## config.mk

```make
export PLATFORM = sky130hd
export DESIGN_NAME = scc_mem_arbiter
export DESIGN_NICKNAME = d
export VERILOG_FILES = /design/src/rtl/scc_mem_pkg.sv /design/src/rtl/scc_rsp_tag_pipe.sv /design/src/rtl/scc_mem_arbiter.sv
export SDC_FILE = /design/constraint.sdc
export NUM_CORES = 1
export LEC_CHECK = 0
export BUFFER_PORTS_ARGS = -buffer_cell sky130_fd_sc_hd__buf_4
export CAP_MARGIN = 20
export CELL_PAD_IN_SITES_DETAIL_PLACEMENT = 1
export CELL_PAD_IN_SITES_GLOBAL_PLACEMENT = 2
export CORE_MARGIN = 10
export CORE_UTILIZATION = 10
export CTS_CLUSTER_SIZE = 25
export DETAILED_ROUTE_END_ITERATION = 7
export GPL_TIMING_DRIVEN = 1
export HOLD_SLACK_MARGIN = 0.08
export PLACE_DENSITY = 0.94
export SKIP_LAST_GASP = 1
export SYNTH_ARGS = -nofsm -noshare
export SYNTH_HDL_FRONTEND = slang
export SYNTH_SLANG_ARGS = --single-unit
```

## constraint.sdc

```tcl
create_clock -name clk -period 2.23 [get_ports clk]
set_clock_uncertainty 0.2 [all_clocks]
set_input_delay 0.5575 -clock clk [delete_from_list [all_inputs] [get_ports clk]]
set_output_delay 0.5575 -clock clk [all_outputs]
set_load 0.03 [all_outputs]
```

## src/rtl/scc_mem_pkg.sv

```systemverilog
// Shared types and default widths for the SCC memory arbiter slice.
package scc_mem_pkg;

  // Owner of an in-flight read response.
  typedef enum logic [1:0] {
    OWN_NONE = 2'd0,
    OWN_IF   = 2'd1,
    OWN_DM   = 2'd2
  } owner_t;

  localparam int unsigned SCC_ADDR_W = 32;
  localparam int unsigned SCC_DATA_W = 32;

endpackage

```

## src/rtl/scc_rsp_tag_pipe.sv

```systemverilog
// RD_LAT-deep shift register of response owners; its output marks which
// requester the current mem_rdata belongs to.
module scc_rsp_tag_pipe
  import scc_mem_pkg::*;
#(
  parameter int unsigned RD_LAT = 1
) (
  input  logic   clk,
  input  logic   reset,
  input  owner_t tag_in,
  output owner_t tag_out
);

  owner_t stage [RD_LAT];

  // Shift owner tags one stage per cycle; reset discards pending responses.
  always_ff @(posedge clk or posedge reset) begin
    if (reset) begin
      for (int unsigned i = 0; i < RD_LAT; i++) begin
        stage[i] <= OWN_NONE;
      end
    end else begin
      stage[0] <= tag_in;
      for (int unsigned i = 1; i < RD_LAT; i++) begin
        stage[i] <= stage[i-1];
      end
    end
  end

  assign tag_out = stage[RD_LAT-1];

endmodule

```

## src/rtl/scc_mem_arbiter.sv

```systemverilog
// Shares one single-ported memory between fetch (IF), load/store (DM) and
// the program loader (LD). Fixed priority LD > DM > IF, with an aging
// counter that lets a starved fetch outrank DM.
module scc_mem_arbiter
  import scc_mem_pkg::*;
#(
  parameter int unsigned ADDR_W     = SCC_ADDR_W,
  parameter int unsigned DATA_W     = SCC_DATA_W,
  parameter int unsigned RD_LAT     = 1,
  parameter int unsigned STARVE_MAX = 4
) (
  input  logic              clk,
  input  logic              reset,
  input  logic              if_req,
  input  logic [ADDR_W-1:0] if_addr,
  output logic              if_gnt,
  output logic              if_rvalid,
  output logic [DATA_W-1:0] if_rdata,
  input  logic              dm_req,
  input  logic              dm_we,
  input  logic [ADDR_W-1:0] dm_addr,
  input  logic [DATA_W-1:0] dm_wdata,
  output logic              dm_gnt,
  output logic              dm_rvalid,
  output logic [DATA_W-1:0] dm_rdata,
  input  logic              ld_req,
  input  logic [ADDR_W-1:0] ld_addr,
  input  logic [DATA_W-1:0] ld_wdata,
  output logic              ld_gnt,
  output logic              mem_en,
  output logic              mem_we,
  output logic [ADDR_W-1:0] mem_addr,
  output logic [DATA_W-1:0] mem_wdata,
  input  logic [DATA_W-1:0] mem_rdata
);

  localparam int unsigned CNT_W = $clog2(STARVE_MAX + 1);
  localparam logic [CNT_W-1:0] CNT_MAX = CNT_W'(STARVE_MAX);

  logic [CNT_W-1:0] starve_cnt;
  logic             if_starved;
  owner_t           tag_in;
  owner_t           tag_out;

  assign if_starved = (starve_cnt == CNT_MAX);

  // Grant arbitration; everything is held off while reset is asserted.
  always_comb begin
    ld_gnt = 1'b0;
    dm_gnt = 1'b0;
    if_gnt = 1'b0;
    if (!reset) begin
      if (ld_req) begin
        ld_gnt = 1'b1;
      end else if (if_req && (if_starved || !dm_req)) begin
        if_gnt = 1'b1;
      end else if (dm_req) begin
        dm_gnt = 1'b1;
      end
    end
  end

  // Memory port driven from the winner; idle cycles drive zeros.
  always_comb begin
    mem_en    = ld_gnt | dm_gnt | if_gnt;
    mem_we    = ld_gnt | (dm_gnt & dm_we);
    mem_addr  = '0;
    mem_wdata = '0;
    if (ld_gnt) begin
      mem_addr  = ld_addr;
      mem_wdata = ld_wdata;
    end else if (dm_gnt) begin
      mem_addr  = dm_addr;
      mem_wdata = dm_wdata;
    end else if (if_gnt) begin
      mem_addr  = if_addr;
    end
  end

  // Aging counter: counts consecutive denied fetch cycles, saturating.
  always_ff @(posedge clk or posedge reset) begin
    if (reset) begin
      starve_cnt <= '0;
    end else if (if_req && !if_gnt) begin
      if (!if_starved) begin
        starve_cnt <= starve_cnt + CNT_W'(1);
      end
    end else begin
      starve_cnt <= '0;
    end
  end

  // Owner tag of the current read grant; writes and idle cycles push NONE.
  always_comb begin
    tag_in = OWN_NONE;
    if (if_gnt) begin
      tag_in = OWN_IF;
    end else if (dm_gnt && !dm_we) begin
      tag_in = OWN_DM;
    end
  end

  scc_rsp_tag_pipe #(
    .RD_LAT(RD_LAT)
  ) u_tag_pipe (
    .clk    (clk),
    .reset  (reset),
    .tag_in (tag_in),
    .tag_out(tag_out)
  );

  assign if_rvalid = (tag_out == OWN_IF);
  assign dm_rvalid = (tag_out == OWN_DM);
  assign if_rdata  = mem_rdata;
  assign dm_rdata  = mem_rdata;

endmodule

```

# After elaboration in Yosys (flattened, before gate mapping)
# Cells that the tools add are included.
[word_totals]
ff_bits = 5
out_inout_bits = 135
[op_classes]
muxes = 18
addsub = 1
n_reduce_logical = 7
bitwise_logic = 4
eq_ne = 4
[op_table]
columns = ["op", "n"]
rows = [
  ["32-bit two-way mux", 5],
  ["1-bit two-way mux", 9],
  ["3-bit two-way mux", 2],
  ["2-bit two-way mux", 2],
  ["3-bit by 1-bit adder with 3-bit output, second input constant", 1],
  ["3-bit equality test, second input constant", 1],
  ["1-bit logical AND", 3],
  ["1-bit zero test", 3],
  ["1-bit OR", 3],
  ["2-bit by 1-bit equality test with 1-bit output, second input constant", 1],
  ["2-bit equality test, second input constant", 1],
  ["2-bit inequality test, second input constant", 1],
  ["1-bit AND", 1],
  ["1-bit logical OR", 1],
]

# Longest topological paths before layout
[logic_depth]
depth_word = 9
ltp_mapped = 8
ltp_nobuf = 5

# By module
# From an unflattened synthesis, not the netlist that was laid out.
[unflattened]
cells_unflattened = 213
area_unflattened_um2 = 1745.4
[modules_own_cells]
columns = ["module", "seq_area_each_um2", "n_inst", "cells_each", "area_each_um2"]
rows = [
  ["scc_mem_arbiter", 75.1, 1, 210, 1691.6],
  ["scc_rsp_tag_pipe", 50.0, 1, 3, 53.8],
]

# Worst setup path before layout
# OpenSTA, ideal clock, no wires.
[synth_path]
kind = "flip-flop to output port"
from = "register starve_cnt[0]"
to = "output port mem_addr[14]"
n_path_buf = 2
required_time_ns = 1.472
stages_incl_launch_ff = 8
path_slack_ns = -0.239
arrival_time_ns = 1.711
path_cell_list = "dfrtp_1 -> inv_1 -> ha_1 -> a21boi_1 -> and3b_1 -> buf_2 -> buf_6 -> a221o_1"
[synth_via]
elab_chain_cells = 9
[synth_lines]
columns = ["item", "line_no", "text"]
rows = [
  ["start: declaration", "scc_mem_arbiter.sv:40", "logic [CNT_W-1:0] starve_cnt;"],
  ["start signal: assignment", "scc_mem_arbiter.sv:86", "starve_cnt <= starve_cnt + CNT_W'(1);"],
  ["3-bit equality test", "scc_mem_arbiter.sv:45", "assign if_starved = (starve_cnt == CNT_MAX);"],
  ["1-bit logical OR", "scc_mem_arbiter.sv:55", "end else if (if_req && (if_starved || !dm_req)) begin"],
  ["1-bit logical AND", "scc_mem_arbiter.sv:55", ""],
  ["1-bit two-way mux", "scc_mem_arbiter.sv:55", ""],
  ["1-bit two-way mux", "scc_mem_arbiter.sv:53", "if (ld_req) begin"],
  ["1-bit two-way mux", "scc_mem_arbiter.sv:52", "if (!reset) begin"],
  ["named net if_gnt", "scc_mem_arbiter.sv:16", "output logic if_gnt,"],
  ["32-bit two-way mux", "scc_mem_arbiter.sv:75", "end else if (if_gnt) begin"],
  ["32-bit two-way mux", "scc_mem_arbiter.sv:72", "end else if (dm_gnt) begin"],
  ["32-bit two-way mux", "scc_mem_arbiter.sv:69", "if (ld_gnt) begin"],
  ["end: declaration", "scc_mem_arbiter.sv:32", "output logic [ADDR_W-1:0] mem_addr,"],
]
# The timed path passes the listed nets, and every way through them passes these cells.

# Worst setup path after layout
[layout_path]
from = "register starve_cnt[0]"
to = "output port mem_addr[29]"
[layout_via]
elab_chain_cells = 9
[layout_lines]
columns = ["item", "line_no"]
rows = [
  ["3-bit equality test (*)", "scc_mem_arbiter.sv:45"],
  ["1-bit logical OR (*)", "scc_mem_arbiter.sv:55"],
  ["1-bit logical AND (*)", "scc_mem_arbiter.sv:55"],
  ["1-bit two-way mux", "scc_mem_arbiter.sv:55"],
  ["1-bit two-way mux", "scc_mem_arbiter.sv:53"],
  ["1-bit two-way mux", "scc_mem_arbiter.sv:52"],
  ["32-bit two-way mux", "scc_mem_arbiter.sv:75"],
  ["32-bit two-way mux (*)", "scc_mem_arbiter.sv:72"],
  ["32-bit two-way mux (*)", "scc_mem_arbiter.sv:69"],
]
# Every way passes the cells marked *; elsewhere a longest branch is shown, timed or not.

==> flow_metrics.tcl <==
set metrics [dict create \
    drv_cap 0 \
    post_drt_wl_per_cell_microns 20.9 \
    cts.path.max_buffers 2 \
    path_max_fanout 35 \
    cts.clk_slew.worst_paths_ps 30 \
    critPathSlowestCell "dfrtp_1" \
    clk_latency_ps 230 \
    crit_path_max_incr_delay_ps 360 \
    grt.overflow.total 0 \
    avgSynthCellArea_sq_um 8.15 \
    fin_nets 591 \
    max_clock_freq_mhz 376 \
    netlist_instances 211 \
    grt_pass1_wl_microns 16800 \
    grt_pass1_vias 2726 \
    worst_pin_slew_ps 496 \
    powerDensity_nw_per_um2 326 \
    place_hpwl_microns 10500 \
    relSlewSlack_pct 66.6 \
    cts.sinks 5 \
    violations "negative setup slack" \
    min_path_type "in2async" \
    yosysWarnings 0 \
    ant_nets 0 \
    syn2layout_area_growth_pct 132 \
    design.die.area_sq_um 22800 \
    htree_levels 1 \
    placementRows 47 \
    numCtsBuffers 3 \
    end_kind "primary output" \
    wl_microns 12800 \
    drive_above_1_share_pct 84.1 \
    synth_area_sq_um 1720 \
    place_ws_ps -254 \
    place_area_sq_um 3620 \
    port_buffers 236 \
    period_share_pct 119 \
    yosysUniqueCellTypes 23 \
    cts_tree "done" \
    design_area_sq_um 4000 \
    drt_iter0_drc 50 \
    n_antenna_cell 0 \
    grt_max_degree 40 \
    rsz0062_at_grt "yes" \
    die_h_microns 151 \
    core-area_sq_um 16700 \
    status "finished, violations left" \
    synth_seq_cells 5 \
    criticalPathCategory "reg2out" \
    boundaryPins 333 \
    fp.dieW_microns 151 \
    seq_area_frac_synth_pct 7.28 \
    setup_viol 68 \
    worstPathCellList "inv_2, ha_4, a21boi_4, and3b_1, buf_12, a221o_2, buf_4" \
    p_leak_nw 2.04 \
    min_period_ps 2660 \
    crit_arrival_ps 1900 \
    setup_ws_ps -432 \
    fillers 1958 \
    hold_viol 0 \
    root_buffer "clkbuf_16" \
    vias_per_cell 3.88 \
    crit_buf_inv 3 \
    syn_nets 411 \
    critPathRequiredTime_ps 1470 \
    slew_viol_final 0 \
    gp_congestion 0.928 \
    critPathLaunchType "register" \
    start_util_pct 10.3 \
    drc 0 \
    ir_worst_vdd_uv 248 \
    antenna_found_initial 0 \
    vias 2367 \
    grt_util_all_layers_pct 9.65 \
    drtPass1Iterations 4 \
    cpLargestDelayFamily "compound AO/OA/AOI/OAI gates" \
]
==> cell usage after synthesis (all sizes together) <==
cell    instances  share of area [%]
or3             1               0.36
nor2b           4                1.5
a22o           32                 16
nand2           3               0.65
and2           32                 12
dfrtp           5                7.3
and3b           1               0.51
a21boi          1               0.44
buf            79                 36
a21o            1               0.44
o31ai           1               0.44
a21oi           1               0.29
a221o          32                 19
ha              2                1.5
xnor2           1               0.51
clkbuf          4               0.87
and3            1               0.36
nand3           2               0.58
inv             3               0.65
nor2            4               0.87
nor3            1               0.29
==> what timing repair did <==
| item | in CTS | in global routing |
|---|---|---|
| setup buffers | 5 | 2 |
| setup endpoints to repair | 68 | 68 |
| gates resized for setup | 41 | 1 |
| gates cloned | 4 | 0 |
| pin swaps | 7 | 0 |
| hold buffers | 0 | 0 |
==> power by group <==
| part | switching [mW] | internal (mW) | leakage [nW] |
|---|---|---|---|
| combinational | 0.409 | 0.491 | 1.93 |
| clock | 0.0631 | 0.237 | 0.0382 |
| sequential | 0.00524 | 0.0978 | 0.0672 |
==> cell families (layout without fill, tap and decap cells) <==
logic type	Yosys count	after routing	synth area share [%]
AO/OA/AOI/OAI	68	68	36.5
XOR/XNOR	1	1	0.510
adder cells (fa/ha/maj)	2	2	1.46
buffers and inverters	86	265	37.5
flip-flops	5	5	7.28
AND/OR/NAND/NOR	49	49	16.7
==> layout make-up <==
cell class                 count  area (sq um)  area share, %
tap                          220           275           6.89
inverter                       3          11.3          0.282
sequential                     5           125           3.13
timing repair buffer         258          2230           55.8
multi-input combinational    120          1280           31.9
clock buffer                   4          78.8           1.97
==> routing by layer <==
layer | GRT usage (%) | routed length (microns) | up-vias
li1 | - | - | 1078
met1 | 9.18 | 4260 | 1074
met2 | 17.3 | 6320 | 177
met3 | 3.76 | 1530 | 38
met4 | 5.63 | 646 | 0
met5 | 0 | 0 | -
==> metrics by stage <==
step                      total power [mW]  cells  utilization [%]  TNS, ps  hold WS [ps]
after floorplan                      0.718    211                -    -3900           136
after global placement               0.931    597             21.7   -13070           437
after detailed placement             0.946    597             21.7   -15560           444
after CTS                             1.33    610             24.0   -24600           204
after global routing                  1.37    610             23.9   -27930           218
final                                 1.30    610             23.9   -24230           199
==> flip-flops by register name (all words and copies together) (netlist names) <==
name and cells:
starve_cnt 3, u_tag_pipe.tag_out 2
==> path summary, 6_finish.rpt <==
kind / startpoint / endpoint / slack, ps / cells after the start
min in group clk: dm_we / u_tag_pipe.tag_out[1] / 310 / 2
setup / recovery: starve_cnt[0] / mem_addr[29] / -430 / 7
max in group asynchronous: reset / u_tag_pipe.tag_out[1] / 1440 / 3
setup reg to reg: starve_cnt[1] / u_tag_pipe.tag_out[1] / 370 / 9
hold reg to reg: starve_cnt[0] / starve_cnt[0] / 480 / 3
hold / removal: reset / starve_cnt[2] / 200 / 3
==> cells in the final DEF (no fill, tap or decap) <==
master / netlist / final
nand2_1: 3 / 3
and3_4: 0 / 1
clkbuf_1: 4 / 1
a21oi_1: 1 / 1
inv_1: 3 / 1
nor2b_4: 0 / 1
nor3_1: 1 / 1
a21boi_4: 0 / 1
buf_4: 64 / 213
and3b_1: 1 / 1
a221o_2: 0 / 32
xnor2_1: 1 / 1
clkbuf_16: 0 / 3
a22o_4: 0 / 28
bufbuf_16: 0 / 1
a22o_1: 32 / 4
inv_2: 0 / 2
nor2_1: 4 / 4
o31ai_1: 1 / 1
ha_4: 0 / 1
nor2b_1: 4 / 3
buf_12: 0 / 6
and2_1: 32 / 32
buf_6: 10 / 35
a21o_1: 1 / 1
or3_4: 0 / 1
ha_1: 2 / 1
buf_16: 0 / 3
nand3_1: 2 / 2
dfrtp_1: 5 / 5
==> worst register-to-register path, delay by kind of cell (launching register included) <==
| kind | cells | cell delay, ps |
|---|---|---|
| buf+inv | 5 | 600 |
| simple gates | 3 | 410 |
| flops | 1 | 380 |
| fa+ha+maj | 1 | 160 |
Note: power is estimated with default switching activity, not from simulation.
